===== config.mk =====
export PLATFORM = sky130hd
export DESIGN_NAME = pcie_tx_arb_merge_flat
export DESIGN_NICKNAME = d
export VERILOG_FILES = /design/src/rtl/ofs_fim_pcie_pkg.sv /design/src/rtl/ofs_fim_pcie_txs_axis_if.sv /design/src/rtl/pcie_txs_skid_buf.sv /design/src/rtl/pcie_tx_arb_merge.sv /design/src/flat_wrapper.sv
export SDC_FILE = /design/constraint.sdc
export NUM_CORES = 1
export LEC_CHECK = 0
export BUFFER_PORTS_ARGS = -buffer_cell sky130_fd_sc_hd__clkbuf_2
export CAP_MARGIN = 20
export CORE_ASPECT_RATIO = 0.7
export CORE_MARGIN = 1.5
export CORE_UTILIZATION = 50
export CTS_CLUSTER_SIZE = 25
export DETAILED_ROUTE_END_ITERATION = 12
export GPL_ROUTABILITY_DRIVEN = 1
export PLACE_DENSITY = 0.84
export SLEW_MARGIN = 40
export SYNTH_ARGS = -nofsm -noshare
export SYNTH_HDL_FRONTEND = slang
export SYNTH_SLANG_ARGS = --single-unit

===== constraint.sdc =====
create_clock -name clk -period 10.3 [get_ports clk]
set_clock_uncertainty 0.1 [all_clocks]
set_input_delay 0.515 -clock clk [delete_from_list [all_inputs] [get_ports clk]]
set_output_delay 0.515 -clock clk [all_outputs]
set_load 0.01 [all_outputs]

===== src/rtl/ofs_fim_pcie_pkg.sv =====
// Shared PCIe TX AXI-S beat format, arbiter state encoding and beat classification helpers.
package ofs_fim_pcie_pkg;

    localparam int FIM_PCIE_TLP_CH = 2;
    localparam int FIM_PCIE_SEG_W  = 32;
    localparam int FIM_PCIE_DATA_W = FIM_PCIE_TLP_CH * FIM_PCIE_SEG_W;

    typedef struct packed {
        logic valid;
        logic sop;
        logic eop;
    } t_pcie_txs_slot_user;

    typedef struct packed {
        logic                                       tvalid;
        logic                                       tlast;
        t_pcie_txs_slot_user [FIM_PCIE_TLP_CH-1:0]  tuser;
        logic [FIM_PCIE_DATA_W-1:0]                 tdata;
    } t_axis_pcie_txs;

    typedef enum logic [1:0] {
        ARB_IDLE,
        ARB_LOCK0,
        ARB_LOCK1
    } t_tx_arb_state;

    // The last valid slot decides: a TLP left without eop keeps the beat open.
    function automatic logic pcie_txs_beat_is_open(input t_axis_pcie_txs b);
        logic open;
        open = 1'b0;
        for (int i = 0; i < FIM_PCIE_TLP_CH; i++) begin
            if (b.tuser[i].valid) open = !b.tuser[i].eop;
        end
        return open;
    endfunction

    function automatic logic pcie_txs_beat_is_empty(input t_axis_pcie_txs b);
        logic any_valid;
        any_valid = 1'b0;
        for (int i = 0; i < FIM_PCIE_TLP_CH; i++) begin
            any_valid = any_valid | b.tuser[i].valid;
        end
        return b.tvalid && !any_valid;
    endfunction

endpackage


===== src/rtl/ofs_fim_pcie_txs_axis_if.sv =====
// PCIe TX AXI-S stream bundle: one beat struct plus tready, with its clock and reset.
interface ofs_fim_pcie_txs_axis_if;
    import ofs_fim_pcie_pkg::*;

    logic           clk;
    logic           rst_n;
    t_axis_pcie_txs tx;
    logic           tready;

    modport master (output clk, output rst_n, output tx, input tready);
    modport slave  (input tx, output tready);

endinterface


===== src/rtl/pcie_txs_skid_buf.sv =====
// Two-entry registered AXI-S buffer; in_ready comes only from registered occupancy.
module pcie_txs_skid_buf
    import ofs_fim_pcie_pkg::*;
(
    input  logic           clk,
    input  logic           rst_n,
    input  t_axis_pcie_txs in_beat,
    output logic           in_ready,
    output t_axis_pcie_txs out_beat,
    input  logic           out_ready
);

    t_axis_pcie_txs mem_q [2];
    t_axis_pcie_txs mem_d [2];
    logic           wr_ptr_q, wr_ptr_d;
    logic           rd_ptr_q, rd_ptr_d;
    logic [1:0]     count_q, count_d;
    logic           push, pop;

    always_comb begin
        in_ready        = (count_q != 2'd2);
        out_beat        = mem_q[rd_ptr_q];
        out_beat.tvalid = (count_q != 2'd0);
        push            = in_beat.tvalid && in_ready;
        pop             = out_beat.tvalid && out_ready;
        mem_d           = mem_q;
        wr_ptr_d        = wr_ptr_q;
        rd_ptr_d        = rd_ptr_q;
        if (push) begin
            mem_d[wr_ptr_q] = in_beat;
            wr_ptr_d        = !wr_ptr_q;
        end
        if (pop) rd_ptr_d = !rd_ptr_q;
        count_d = count_q + {1'b0, push} - {1'b0, pop};
    end

    always_ff @(posedge clk or negedge rst_n) begin
        if (!rst_n) begin
            wr_ptr_q <= 1'b0;
            rd_ptr_q <= 1'b0;
            count_q  <= 2'd0;
        end else begin
            wr_ptr_q <= wr_ptr_d;
            rd_ptr_q <= rd_ptr_d;
            count_q  <= count_d;
        end
    end

    // Payload storage needs no reset; occupancy alone qualifies it.
    always_ff @(posedge clk) begin
        mem_q <= mem_d;
    end

endmodule


===== src/rtl/pcie_tx_arb_merge.sv =====
// Round-robin merge of two PCIe TX streams; grants switch only at TLP boundaries.
module pcie_tx_arb_merge
    import ofs_fim_pcie_pkg::*;
#(
    parameter bit REG_OUT = 1'b1
) (
    input  logic                            clk,
    input  logic                            rst_n,
    ofs_fim_pcie_txs_axis_if.slave          axis_tx_st_in0,
    ofs_fim_pcie_txs_axis_if.slave          axis_tx_st_in1,
    ofs_fim_pcie_txs_axis_if.master         axis_tx_st_out,
    output logic [1:0]                      arb_locked
);

    t_tx_arb_state  state_q, state_d;
    logic           last_grant_q, last_grant_d;
    logic [1:0]     arb_locked_q, arb_locked_d;
    logic           run_q;

    t_axis_pcie_txs beat0, beat1, sel_beat, fwd_beat, out_beat;
    logic           v0, v1, sel_src, sel_vld, sel_empty, accepted;
    logic [1:0]     grant;
    logic           can_accept, skid_in_ready, tready0, tready1;

    assign beat0 = axis_tx_st_in0.tx;
    assign beat1 = axis_tx_st_in1.tx;

    always_comb begin
        v0    = beat0.tvalid;
        v1    = beat1.tvalid;
        grant = 2'b00;
        case (state_q)
            ARB_LOCK0: grant = 2'b01;
            ARB_LOCK1: grant = 2'b10;
            default: begin
                if (v0 && v1)  grant = last_grant_q ? 2'b01 : 2'b10;
                else if (v0)   grant = 2'b01;
                else if (v1)   grant = 2'b10;
            end
        endcase

        // run_q keeps tready low through reset without a comb path from out.tready.
        can_accept = run_q && (REG_OUT ? skid_in_ready : axis_tx_st_out.tready);
        tready0    = grant[0] && can_accept;
        tready1    = grant[1] && can_accept;

        sel_src         = grant[1];
        sel_beat        = sel_src ? beat1 : beat0;
        sel_vld         = |(grant & {v1, v0});
        sel_empty       = pcie_txs_beat_is_empty(sel_beat);
        fwd_beat        = sel_beat;
        fwd_beat.tvalid = sel_vld && !sel_empty;
        accepted        = sel_vld && (sel_src ? tready1 : tready0);

        state_d      = state_q;
        last_grant_d = last_grant_q;
        if (accepted && !sel_empty) begin
            last_grant_d = sel_src;
            if (pcie_txs_beat_is_open(sel_beat)) state_d = sel_src ? ARB_LOCK1 : ARB_LOCK0;
            else                                 state_d = ARB_IDLE;
        end
        arb_locked_d = {state_d == ARB_LOCK1, state_d == ARB_LOCK0};
    end

    always_ff @(posedge clk or negedge rst_n) begin
        if (!rst_n) begin
            state_q      <= ARB_IDLE;
            last_grant_q <= 1'b1;
            arb_locked_q <= 2'b00;
            run_q        <= 1'b0;
        end else begin
            state_q      <= state_d;
            last_grant_q <= last_grant_d;
            arb_locked_q <= arb_locked_d;
            run_q        <= 1'b1;
        end
    end

    generate
        if (REG_OUT) begin : g_skid
            pcie_txs_skid_buf u_skid (
                .clk       (clk),
                .rst_n     (rst_n),
                .in_beat   (fwd_beat),
                .in_ready  (skid_in_ready),
                .out_beat  (out_beat),
                .out_ready (axis_tx_st_out.tready)
            );
        end else begin : g_pass
            assign skid_in_ready = 1'b1;
            assign out_beat      = fwd_beat;
        end
    endgenerate

    assign axis_tx_st_in0.tready = tready0;
    assign axis_tx_st_in1.tready = tready1;
    assign axis_tx_st_out.tx     = out_beat;
    assign axis_tx_st_out.clk    = clk;
    assign axis_tx_st_out.rst_n  = rst_n;
    assign arb_locked            = arb_locked_q;

endmodule

===== src/flat_wrapper.sv =====
// flat-port wrapper written by rule: the top's interface ports become plain ports
module pcie_tx_arb_merge_flat import ofs_fim_pcie_pkg::*;
#(
    parameter bit REG_OUT = 1'b1
)
  (clk, rst_n, arb_locked, axis_tx_st_in0_tx, axis_tx_st_in0_tready, axis_tx_st_in1_tx, axis_tx_st_in1_tready, axis_tx_st_out_clk, axis_tx_st_out_rst_n, axis_tx_st_out_tx, axis_tx_st_out_tready);
  ofs_fim_pcie_txs_axis_if axis_tx_st_in0_i ();
  ofs_fim_pcie_txs_axis_if axis_tx_st_in1_i ();
  ofs_fim_pcie_txs_axis_if axis_tx_st_out_i ();
  input  logic clk;
  input  logic rst_n;
  output logic [1:0] arb_locked;
  input wire logic [$bits(axis_tx_st_in0_i.tx)-1:0] axis_tx_st_in0_tx;
  output wire logic [$bits(axis_tx_st_in0_i.tready)-1:0] axis_tx_st_in0_tready;
  input wire logic [$bits(axis_tx_st_in1_i.tx)-1:0] axis_tx_st_in1_tx;
  output wire logic [$bits(axis_tx_st_in1_i.tready)-1:0] axis_tx_st_in1_tready;
  output wire logic [$bits(axis_tx_st_out_i.clk)-1:0] axis_tx_st_out_clk;
  output wire logic [$bits(axis_tx_st_out_i.rst_n)-1:0] axis_tx_st_out_rst_n;
  output wire logic [$bits(axis_tx_st_out_i.tx)-1:0] axis_tx_st_out_tx;
  input wire logic [$bits(axis_tx_st_out_i.tready)-1:0] axis_tx_st_out_tready;
  assign axis_tx_st_in0_i.tx = axis_tx_st_in0_tx;
  assign axis_tx_st_in0_tready = axis_tx_st_in0_i.tready;
  assign axis_tx_st_in1_i.tx = axis_tx_st_in1_tx;
  assign axis_tx_st_in1_tready = axis_tx_st_in1_i.tready;
  assign axis_tx_st_out_clk = axis_tx_st_out_i.clk;
  assign axis_tx_st_out_rst_n = axis_tx_st_out_i.rst_n;
  assign axis_tx_st_out_tx = axis_tx_st_out_i.tx;
  assign axis_tx_st_out_i.tready = axis_tx_st_out_tready;
  pcie_tx_arb_merge #(.REG_OUT(REG_OUT)) u_core (.clk(clk), .rst_n(rst_n), .axis_tx_st_in0(axis_tx_st_in0_i), .axis_tx_st_in1(axis_tx_st_in1_i), .axis_tx_st_out(axis_tx_st_out_i), .arb_locked(arb_locked));
endmodule

==> results of run 1 <==
## final cells by class
| cell class | count | area (sq um) | share of cell area [%] |
|---|---|---|---|
| flip-flops and latches | 152 | 4520 | 53.0 |
| clock inverters | 13 | 190 | 2.23 |
| clock buffers | 20 | 438 | 5.14 |
| inverters | 6 | 22.5 | 0.264 |
| multi-input cells | 192 | 1960 | 22.9 |
| well taps | 162 | 203 | 2.38 |
| repair buffers | 230 | 1200 | 14.1 |
## worst reg2reg max path, delay by kind of cell (launching register included)
kind	cells	cell delay (ns)
compound gates	1	0.39
fa+ha+maj	1	0.40
buf+inv	2	0.65
flops	1	0.40
simple gates	4	1.03
## cells by family after synthesis
kind of cell             after synthesis
other                                  1
AND/OR/NAND/NOR                       26
XOR/XNOR                               4
buffers and inverters                 24
multiplexers                         143
AO/OA/AOI/OAI                         14
flip-flops                           152
adder cells (fa/ha/maj)                4
## worst max-delay path by stage
stage / start / endpoint / cells past startpoint
6_report: clk / axis_tx_st_out_clk / 3
5_1_grt: clk / axis_tx_st_out_clk / 3
4_1_cts: clk / axis_tx_st_out_clk / 3
3_5_place_dp: clk / axis_tx_st_out_clk / 1
3_3_place_gp: clk / axis_tx_st_out_clk / 1
2_1_floorplan: clk / axis_tx_st_out_clk / 1
## placed cells by master, fill, tap and decap left out, types with 4 or more instances in the layout
cell                        count
sky130_fd_sc_hd__clkbuf_2     224
sky130_fd_sc_hd__edfxtp_1     142
sky130_fd_sc_hd__mux2_2       141
sky130_fd_sc_hd__clkbuf_16     18
sky130_fd_sc_hd__dfrtp_1        8
sky130_fd_sc_hd__nand2_1        7
sky130_fd_sc_hd__inv_1          6
sky130_fd_sc_hd__nor2b_1        4
sky130_fd_sc_hd__o21ai_0        4
sky130_fd_sc_hd__ha_1           4
sky130_fd_sc_hd__bufinv_16      4
sky130_fd_sc_hd__inv_6          4
## sequential cells by signal (all words and copies together) (netlist names)
register,flops
u_core.g_skid.u_skid.count_q,2
u_core.state_q,2
u_core.g_skid.u_skid.mem_q,142
u_core.last_grant_q,1
u_core.run_q,1
u_core.g_skid.u_skid.rd_ptr_q,1
u_core.g_skid.u_skid.wr_ptr_q,1
u_core.arb_locked,2
## metrics by stage
step	worst slack (ns)	area (sq um)
finish	4.03	8530
global route	4.00	8530
CTS	4.01	8480
detailed placement	4.43	7850
global placement	4.43	7850
floorplan	4.42	6580
## where the power goes
part           internal, mW  switching [mW]  leakage, nW  total [mW]
Clock                 0.411           0.244        0.297       0.655
Combinational         0.517           0.620         1.68        1.14
Sequential             1.05          0.0759         1.43        1.13
## metal layers
metal	track usage (%)	part of all wire, %	up-vias
met5	0	0	-
met2	34.7	50	175
met4	8.42	1.4	0
met1	25.0	42	1904
li1	-	-	1885
met3	4.23	6.0	14
==> metrics list, run 1 <==
- Xor/xnor cell area share of the yosys netlist: less than 1%
* Worst-path clk slew: around 0.070 ns
- STA puts the critical path data required time at between 9 and 10 ns.
- Of the total synthesized cell area, the portion taken by AND, OR, NAND and NOR gates is 2.07%.
- Post-synthesis cell type with the largest combined area: sky130_fd_sc_hd__edfxtp_1
- The cell that appears most often on the critical path is sky130_fd_sc_hd__clkbuf_16.
- Routed length per instance: roughly 17 um
- The number of nets handed over by synthesis was 519.
- Clock tree synthesis selected as its root buffer the cell sky130_fd_sc_hd__clkbuf_16.
- During I/O placement, the number of pins put on the boundary was between 200 and 250.
* Cell Area, Synth: roughly 6600 sq um
* Fraction of synthesis flops using an asynchronous set or reset pin: between 6 and 7%
- DP Wirelength: 9400 um
* Most instantiated cells after synthesis: 142 x sky130_fd_sc_hd__edfxtp_1, 141 x sky130_fd_sc_hd__mux2_2, 9 x sky130_fd_sc_hd__buf_2, 9 x sky130_fd_sc_hd__dfrtp_1, 7 x sky130_fd_sc_hd__nand2_1
* Hold WC Path Type: in2reg
* Clock insertion delay at the later pin of the skew report: approximately 0.41 ns
- Across every metal layer, demand over resource in global routing totals ~20%.
- Worst-case hold slack: approximately 0.33 ns
- Number of DRC markers after the initial detailed-route iteration: about 240
- The die covers 13900 sq um.
- Proportion of synthesized chip area in sequential cells: between 60 and 70%
- TritonCTS built the clock tree.
- Standard-cell rows: 34
- In the synthesized netlist, mux cells make up ~24% of the area.
* Crit-path leading delay family: buffers and inverters
* Buffer levels on the longest clock path: 2
- Yosys warnings: 0
* MaxCap Viol Count: 0
- Relative slew slack: between 50% and 60%
* Worst VDD drop: roughly 180 uV
* CP peak stage delay: ~0.19 ns
- 1st-pass router iterations: 4
- Finished Core Util: around two thirds
- For this run, design rule violations remaining after detail routing come to 0.
- Relative to the synthesized area, the layout overhead comes to 29.6%.
* Number of distinct standard cells referenced by the synthesized netlist: 34
- The core region is between 10000 and 15000 sq um.
- Hold buffers post-CTS: 1
* Die height: ~99 um
- The die is ~140 um wide.
- Most frequent cell after synthesis: sky130_fd_sc_hd__edfxtp_1
- Combined buffer and inverter count along the critical path: 3
- Number of post-CTS setup repair buffers: 0
- After global routing the overflow that remains totals 0.
- The worst register-to-register path ends at u_core.g_skid.u_skid.mem_q[64].
* Post-synth top flop: sky130_fd_sc_hd__edfxtp_1
- The worst setup path is launched from a clock port.
- For the pin with the worst max-slew slack, the measured transition is slightly below 0.7 ns.
* Result of the run: finished, final reports clean
- Synthesized-area fraction occupied by adder cells: 0.761%
- Final hold violation count: 0
* CP max-delay cell: sky130_fd_sc_hd__clkbuf_16
- The clock tree synthesis step divided the H-tree into 4 levels.
- The worst hold path passes through 2 cells.
- Setup violations remaining at the end of the flow were counted as 0.
- Worst-case reg-to-reg path depth: 8
* CP Capture Type: output port
* Ant. Diodes: 0
* Largest cells by area after synthesis: sky130_fd_sc_hd__edfxtp_1 65%, sky130_fd_sc_hd__mux2_2 24%, sky130_fd_sc_hd__dfrtp_1 3.4%
* Worst min-delay path startpoint: axis_tx_st_in1_tx[32]
* Critical path type: clk2out
- The first global-routing pass estimated 20900 um of wire.
- For the final routed database, the setup TNS stands at 0 ns.
- Count of nets left with antenna violations after detail routing: 0
- Power consumption: between 2 and 3 mW
- The final layout contains routed wiring with a total length of between 10000 and 15000 um.
* Endpoint arrival time on the critical path: approximately 5.7 ns
* Share of the synthesized area in the top cell type: about 65%
* Worst setup slack for register-to-register paths: slightly below 7 ns
- Cells after DPL: 740
- Clock buffers created by TritonCTS: 17
- Average size of a mapped cell: around 18 sq um
- Synthesis produced ~370 cells.
- Antenna violations before repair: 0
- Post-synthesis sequential element count: about 150
- Leak: around 3.4 nW
- The max-slew violation total from the final report was 0.
- Setup repair after global routing left no endpoint under its margin.
- Startpoint of the worst-slack reg-to-reg timing path: u_core.state_q[0]
- In this run the worst path has a maximum fanout of 16.
- Dividing the detail-routed via count by the number of cells gives approximately 5.1.
- Number of flops mapped to enable cells by yosys: roughly 140
- Synth Area in Compound Gates: 1.50%
- Vias in the first global route: around 4200
* Crit-path cells: clkbuf_16 -> clkbuf_16 -> clkbuf_2
- Filler instances: 889
- In this run the tool buffered the top-level ports with ~220 buffer cells.
- Starting density of the core: between 50% and 60%
* Fraction of final layout cells with drive strength greater than 1: roughly two thirds
- After the last flow step, the layout net total stands at approximately 750.
- Final weighted congestion in routability-driven placement: about 0.85
* Power per unit of standard cell area: about 340 nW/um^2
* Via total after detailed routing: 3978
* Destination of the worst hold path: u_core.g_skid.u_skid.mem_q[32]
- Combinational family with the most area after synthesis: multiplexers
- Largest net degree at the start of global routing: 78
* Post-cts gate resize count: 0
* Post-Layout Cell Count: ~780
Note: power is estimated with default switching activity, not from simulation.
==> inputs of run 2 (changes only) <==
==> constraint.sdc (replaced) <==
create_clock -name clk -period 6.3 [get_ports clk]
set_clock_uncertainty 0.1 [all_clocks]
set_input_delay 0.315 -clock clk [delete_from_list [all_inputs] [get_ports clk]]
set_output_delay 0.315 -clock clk [all_outputs]
set_load 0.01 [all_outputs]
==> run 2 against run 1 <==
  * Highest routed layer unchanged
  * Register-to-register slack got worse by 4.5 ns
  * Combinational power increased by 62%
  * Flip-flop and latch count unchanged
  * Cell count unchanged
  * Critical endpoint unchanged
  * Setup slack got worse by 1.8 ns
  * Final area decreased by 0.45%
  * Total power increased by 61%
  * Largest cell class unchanged
  * Hold slack got worse by 0.21 ns
  * Largest power group is now registers
==> metrics list, run 2 (synthesized netlist as in run 1, its figures left out) <==
* Number of post-CTS setup repair buffers: 0
- Wire length of the first global-routing pass: ~21000 um
- Die area: between 10000 and 15000 sq um
* Required time at the worst-slack endpoint: about 6 ns
- Result of the run: finished, final reports clean
- In this run the cell area measured after placement is a little under 8000 sq um.
- For this run, design rule violations remaining after detail routing come to 0.
- Post-cts gate resize count: 0
- The tree is rooted in a sky130_fd_sc_hd__clkbuf_16.
* Combined buffer and inverter count along the critical path: 3
- The setup path with the least slack is of type clk2out.
- Routed length per instance: 17.2 um
- Relative slew slack: between 50% and 60%
- Flip-flop count of the largest register, all copies and words added: between 100 and 150
* CP Capture Type: output port
* Number of failing setup endpoints in the final timing report: 0
- Vias in the first global route: 4123
* Count of nets left with antenna violations after detail routing: 0
* Final hold violation count: 0
- Of the cells placed in the final design, the portion with a size suffix greater than 1 is 66.7%.
* Crit-path leading delay family: buffers and inverters
- Buffer levels on the longest clock path: 2
- Worst-path clk slew: around 0.06 ns
* Total GRT Usage: 20.0%
- Entering global routing, the biggest net connects 72 pins.
- For this configuration, the core starts out at a cell density of 52.1%.
- The analysis attributes to cell leakage a power of roughly 3.4 nW.
- Die X: approximately 140 um
- In this run the core area contains 34 standard-cell rows.
- Largest register by flop count: u_core.g_skid.u_skid.mem_q
- Summed over all nets, the half-perimeter wirelength after detailed placement is 9370 um.
* Hold WC Path Type: in2reg
- Final Max Tran Viols: 0
* Worst VDD drop: approximately 290 uV
- Unrepaired setup endpoints after global routing: no
- Routed via count divided by cell count: between 5 and 6
- Summing over every cut layer, the via total after detailed routing is between 4000 and 5000.
* Slew at the pin with the worst max-slew slack: 0.687 ns
- Endpoint arrival time on the critical path: between 3 and 4 ns
- Ant. Diodes: 0
- Final weighted congestion in routability-driven placement: 0.872
* Clock buffers created by TritonCTS: 17
* Power per unit of standard cell area: around 550 nW/um^2
- Walking the worst path, the cells encountered are clkbuf_16 -> clkbuf_16 -> clkbuf_2.
- CTS H-tree depth: 4
* Critical path peak fanout: 16
- Number of port buffers: between 200 and 250
* Final std cell area, no fill: around 8500 sq um
- Across the run, the number of max-cap violations was 0.
- Hold buffers post-CTS: 1
- Among the stages of the critical path, the cell type that occurs most often is sky130_fd_sc_hd__clkbuf_16.
- The number of antenna violations at the first check in global routing came to 0.
* 1st-pass router iterations: 4
* CP max-delay cell: sky130_fd_sc_hd__clkbuf_16
- STA classifies the critical path startpoint as a clock port.
- After detailed routing, the total wire length is 13400 um.
* CP peak stage delay: about 0.20 ns
* Filler instances: 909
* Total global routing overflow: 0
- Synth-to-layout area growth: 29.0%
* Clock insertion delay at the later pin of the skew report: between 0.4 and 0.5 ns
- Leading cell type in the layout, fill and taps excluded: sky130_fd_sc_hd__clkbuf_2
- Die height: between 90 and 100 um
- For this design the top-level I/O count stands at ~230.
* Total number of nets in the final design: 751
- Most frequent cells in the layout: 226 x sky130_fd_sc_hd__clkbuf_2, 142 x sky130_fd_sc_hd__edfxtp_1, 141 x sky130_fd_sc_hd__mux2_2
- After routing, the total negative slack on setup checks comes to 0 ns.
* Number of DRC markers after the initial detailed-route iteration: between 200 and 250
* TritonCTS clock tree: yes
- The total area inside the core boundary comes to around 13000 sq um.
==> run 2: layout make-up <==
class | instances | area (sq um) | area share, %
timing repair buffer | 230 | 1190 | 14.0
sequential | 152 | 4520 | 53.2
inverter | 6 | 22.5 | 0.265
tap | 162 | 203 | 2.39
multi-input combinational | 192 | 1960 | 23.0
clock inverter | 7 | 50.0 | 0.590
clock buffer | 26 | 547 | 6.44
==> run 2: metal layers <==
layer  share of wire (%)  wire (um)  GRT usage, %
met1                  42       5610          24.5
met2                  50       6700          34.3
met5                   0          0             0
met3                 6.3        840          5.20
met4                 1.5        203          7.94
==> run 2: where the power goes <==
part           total (mW)  internal (mW)  switching (mW)
clock               0.997          0.606           0.391
sequential           1.85           1.72           0.133
combinational        1.85          0.839            1.01
==> run 2: through the flow <==
stage	util, %	worst slack, ns	power, mW	instances	hold WS, ns
CTS	67.0	2.21	4.73	774	0.105
detailed placement	62.2	2.24	3.73	741	0.109
global placement	62.2	2.40	3.64	741	0.101
floorplan	-	1.18	3.11	368	-0.0806
finish	67.2	2.22	4.69	775	0.122
global route	67.2	2.20	4.95	775	0.111
==> run 2: worst paths after layout <==
| check | from | endpoint | slack (ns) | depth (start not counted) |
|---|---|---|---|---|
| min reg2reg | u_core.g_skid.u_skid.count_q[1] | u_core.g_skid.u_skid.count_q[1] | 0.42 | 1 |
| min in group asynchronous | rst_n | u_core.state_q[1] | 0.25 | 2 |
| min | axis_tx_st_in0_tx[16] | u_core.g_skid.u_skid.mem_q[16] | 0.12 | 2 |
| max in group asynchronous | rst_n | u_core.last_grant_q | 5.58 | 2 |
| max | clk | axis_tx_st_out_clk | 2.22 | 3 |
| max reg2reg | u_core.state_q[0] | u_core.g_skid.u_skid.mem_q[84] | 2.47 | 10 |
==> inputs of run 3 (changes only) <==
==> constraint.sdc (replaced) <==
create_clock -name clk -period 3.8 [get_ports clk]
set_clock_uncertainty 0.1 [all_clocks]
set_input_delay 0.19 -clock clk [delete_from_list [all_inputs] [get_ports clk]]
set_output_delay 0.19 -clock clk [all_outputs]
set_load 0.01 [all_outputs]
==> run 3 against run 2 <==
  * Sequential share of layout area is 4.0 points lower
  * Largest power group is now combinational logic
  * Flip-flop and latch count stayed put
  * Hold slack worse by 0.11 ns
  * Largest cell class unchanged
  * Critical path depth is 4 higher
  * Cell count is 8.6% higher
  * Setup slack worse by 1.6 ns
  * Clock power is 78% higher
  * Via count is 9.6% higher
==> metrics list, run 3 (synthesized netlist as in run 1, its figures left out) <==
- For this run, global-route usage on met1 was measured as 25.1%.
* MaxCap Viol Count: 0
- Root cell of the clock tree: sky130_fd_sc_hd__clkbuf_16
- Number of failing setup endpoints in the final timing report: 0
- The worst setup path is of the reg2reg kind.
- Min Clock Period, post-route: between 3 and 4 ns
- For the pin with the worst max-slew slack, the measured transition is between 0.7 and 0.8 ns.
- Worst-path clk slew: about 0.06 ns
- Adding up every negative setup slack in the final design gives 0 ns.
* Layer with the highest usage after global routing: met2
- CP peak stage delay: roughly 0.63 ns
- Post-cts gate resize count: 0
- Routed length per instance: 17.5 um
- The die is approximately 99 um tall.
* Total number of nets in the final design: approximately 820
* Endpoint arrival time on the critical path: roughly 3.2 ns
- TritonCTS built the clock tree.
- Relative slew slack: about half
* Achievable frequency: around 310 MHz
- Critical path peak fanout: 61
* Leak: about 3.7 nW
- Global routing used around two fifths of the available met2 tracks.
* Clock buffers created by TritonCTS: 17
- Entering global routing, the biggest net connects 62 pins.
* Startpoint of the worst-slack reg-to-reg timing path: u_core.state_q[0]
- Buffer levels on the longest clock path: 2
- Ant. Diodes: 0
- Together, buffers and inverters on the worst path number 3.
* Routed via count divided by cell count: 5.23
- CORE AREA: 12600 sq um
* Power consumption: 8.11 mW
- Total global routing overflow: 0
- Most frequent cells in the layout: 224 x sky130_fd_sc_hd__clkbuf_2, 142 x sky130_fd_sc_hd__edfxtp_1, 141 x sky130_fd_sc_hd__mux2_2
- Post-route fraction of the period consumed by the critical path: 84.0%
- The critical path starts at u_core.state_q[0].
* Die area: between 10000 and 15000 sq um
* Clock insertion delay at the later pin of the skew report: 0.40 ns
- Met3 track utilization from global routing: under 10%
- Antenna violations before repair: 0
- Cells with a size suffix above 1 make up roughly three fifths of the layout.
* DP Wirelength: about 9400 um
- Die X: roughly 140 um
* Synth-to-layout area growth: 39.5%
- Vias in the first global route: between 4000 and 5000
* Worst-case hold slack: around 0.01 ns
* Standard-cell rows: 34
- STA puts the critical path data required time at around 3.8 ns.
- The first detailed-routing pass ran for 5 iterations.
- CTS H-tree depth: 4
- The register with the most flip-flops in the layout has around 140 of them.
* Number of top-level pins: roughly 230
- Detailed routing inserted a total of 4400 vias.
* Final weighted congestion in routability-driven placement: about 0.77
- Count of nets left with antenna violations after detail routing: 0
- The worst-case IR drop observed on VDD is about 480 uV.
- Result of the run: finished, final reports clean
- Final Max Tran Viols: 0
- Hold WC Path Type: in2reg
* Critical Path Source Type: register
- Once the floorplan was initialized, standard cells occupied between 50% and 60% of the core.
* Finished Core Util: around 73%
- The kind of cell with the highest combined delay along the critical path is buffers and inverters.
- Crit-path cells: inv_1 -> ha_1 -> nor2b_1 -> a31oi_4 -> buf_4 -> mux2_2 -> dlygate4sd3_1
- After the first detailed-routing iteration, the DRC count stood at around 170.
- STA classifies the critical path endpoint as a register.
* Remaining routing DRC violations: 0
- Leaving out fill and tap cells, the most frequent cell in the layout is sky130_fd_sc_hd__clkbuf_2.
- Largest register by flop count: u_core.g_skid.u_skid.mem_q
- The first global-routing pass estimated between 20000 and 25000 um of wire.
* Worst min-delay path startpoint: axis_tx_st_in0_tx[57]
* Total Wirelength: roughly 15000 um
* Power per unit of standard cell area: ~880 nW/um^2
- The final count of hold timing violations came to 0.
- Setup repair after global routing left no endpoint under its margin.
- Total GRT Usage: a little over a fifth
- CP max-delay cell: sky130_fd_sc_hd__buf_4
- Number of port buffers: around 220
run 3: worst paths after layout:
path / to / slack (ns) / cells after the start
min in group asynchronous: u_core.arb_locked[1] / 0.12 / 2
max in group asynchronous: u_core.last_grant_q / 3.18 / 2
worst max-delay path: u_core.g_skid.u_skid.mem_q[75] / 0.61 / 7
worst min register to register: u_core.g_skid.u_skid.count_q[1] / 0.40 / 1
worst max register to register: u_core.g_skid.u_skid.mem_q[75] / 0.61 / 7
worst min-delay path: u_core.g_skid.u_skid.mem_q[57] / 0.01 / 2
run 3: what timing repair did:
item,in CTS,in global routing
setup buffers,0,0
hold buffers,66,1
hold endpoints to repair,83,2
run 3: stage by stage:
step	cell area (sq um)	std cells	setup slack [ns]
final	9180	842	0.608
after global routing	9180	842	0.486
after CTS	9170	841	0.654
after detailed placement	7880	743	0.815
after global placement	7880	743	0.942
after floorplan	6580	368	-0.140
run 3: report_power, final:
| part | internal (mW) | total, mW | switching [mW] | leakage, nW |
|---|---|---|---|---|
| clock | 1.11 | 1.77 | 0.662 | 0.297 |
| combinational | 1.55 | 3.24 | 1.69 | 1.96 |
| sequential | 2.85 | 3.10 | 0.251 | 1.43 |
| total | 5.50 | 8.11 | 2.60 | 3.69 |
run 3: per-layer routing:
metal	part of all wire, %	up-vias
met5	0	-
met4	1.2	0
met3	8.2	23
met2	51	209
met1	39	2144
li1	-	2024
run 3: area by class of cell:
type / count / area, sq um
Sequential cell: 152 / 4520
Fill cell: 780 / 3450
Multi-Input combinational cell: 192 / 1960
Timing Repair Buffer: 297 / 1850
Clock buffer: 19 / 434
Tap cell: 162 / 203
Clock inverter: 14 / 194
Inverter: 6 / 22.5
run 3: worst reg2reg max path, delay by kind of cell (launching register included):
kind	cells	cell delay, ns
buf+inv	3	1.30
compound gates	1	0.18
flops	1	0.40
simple gates	1	0.11
mux	1	0.44
fa+ha+maj	1	0.41
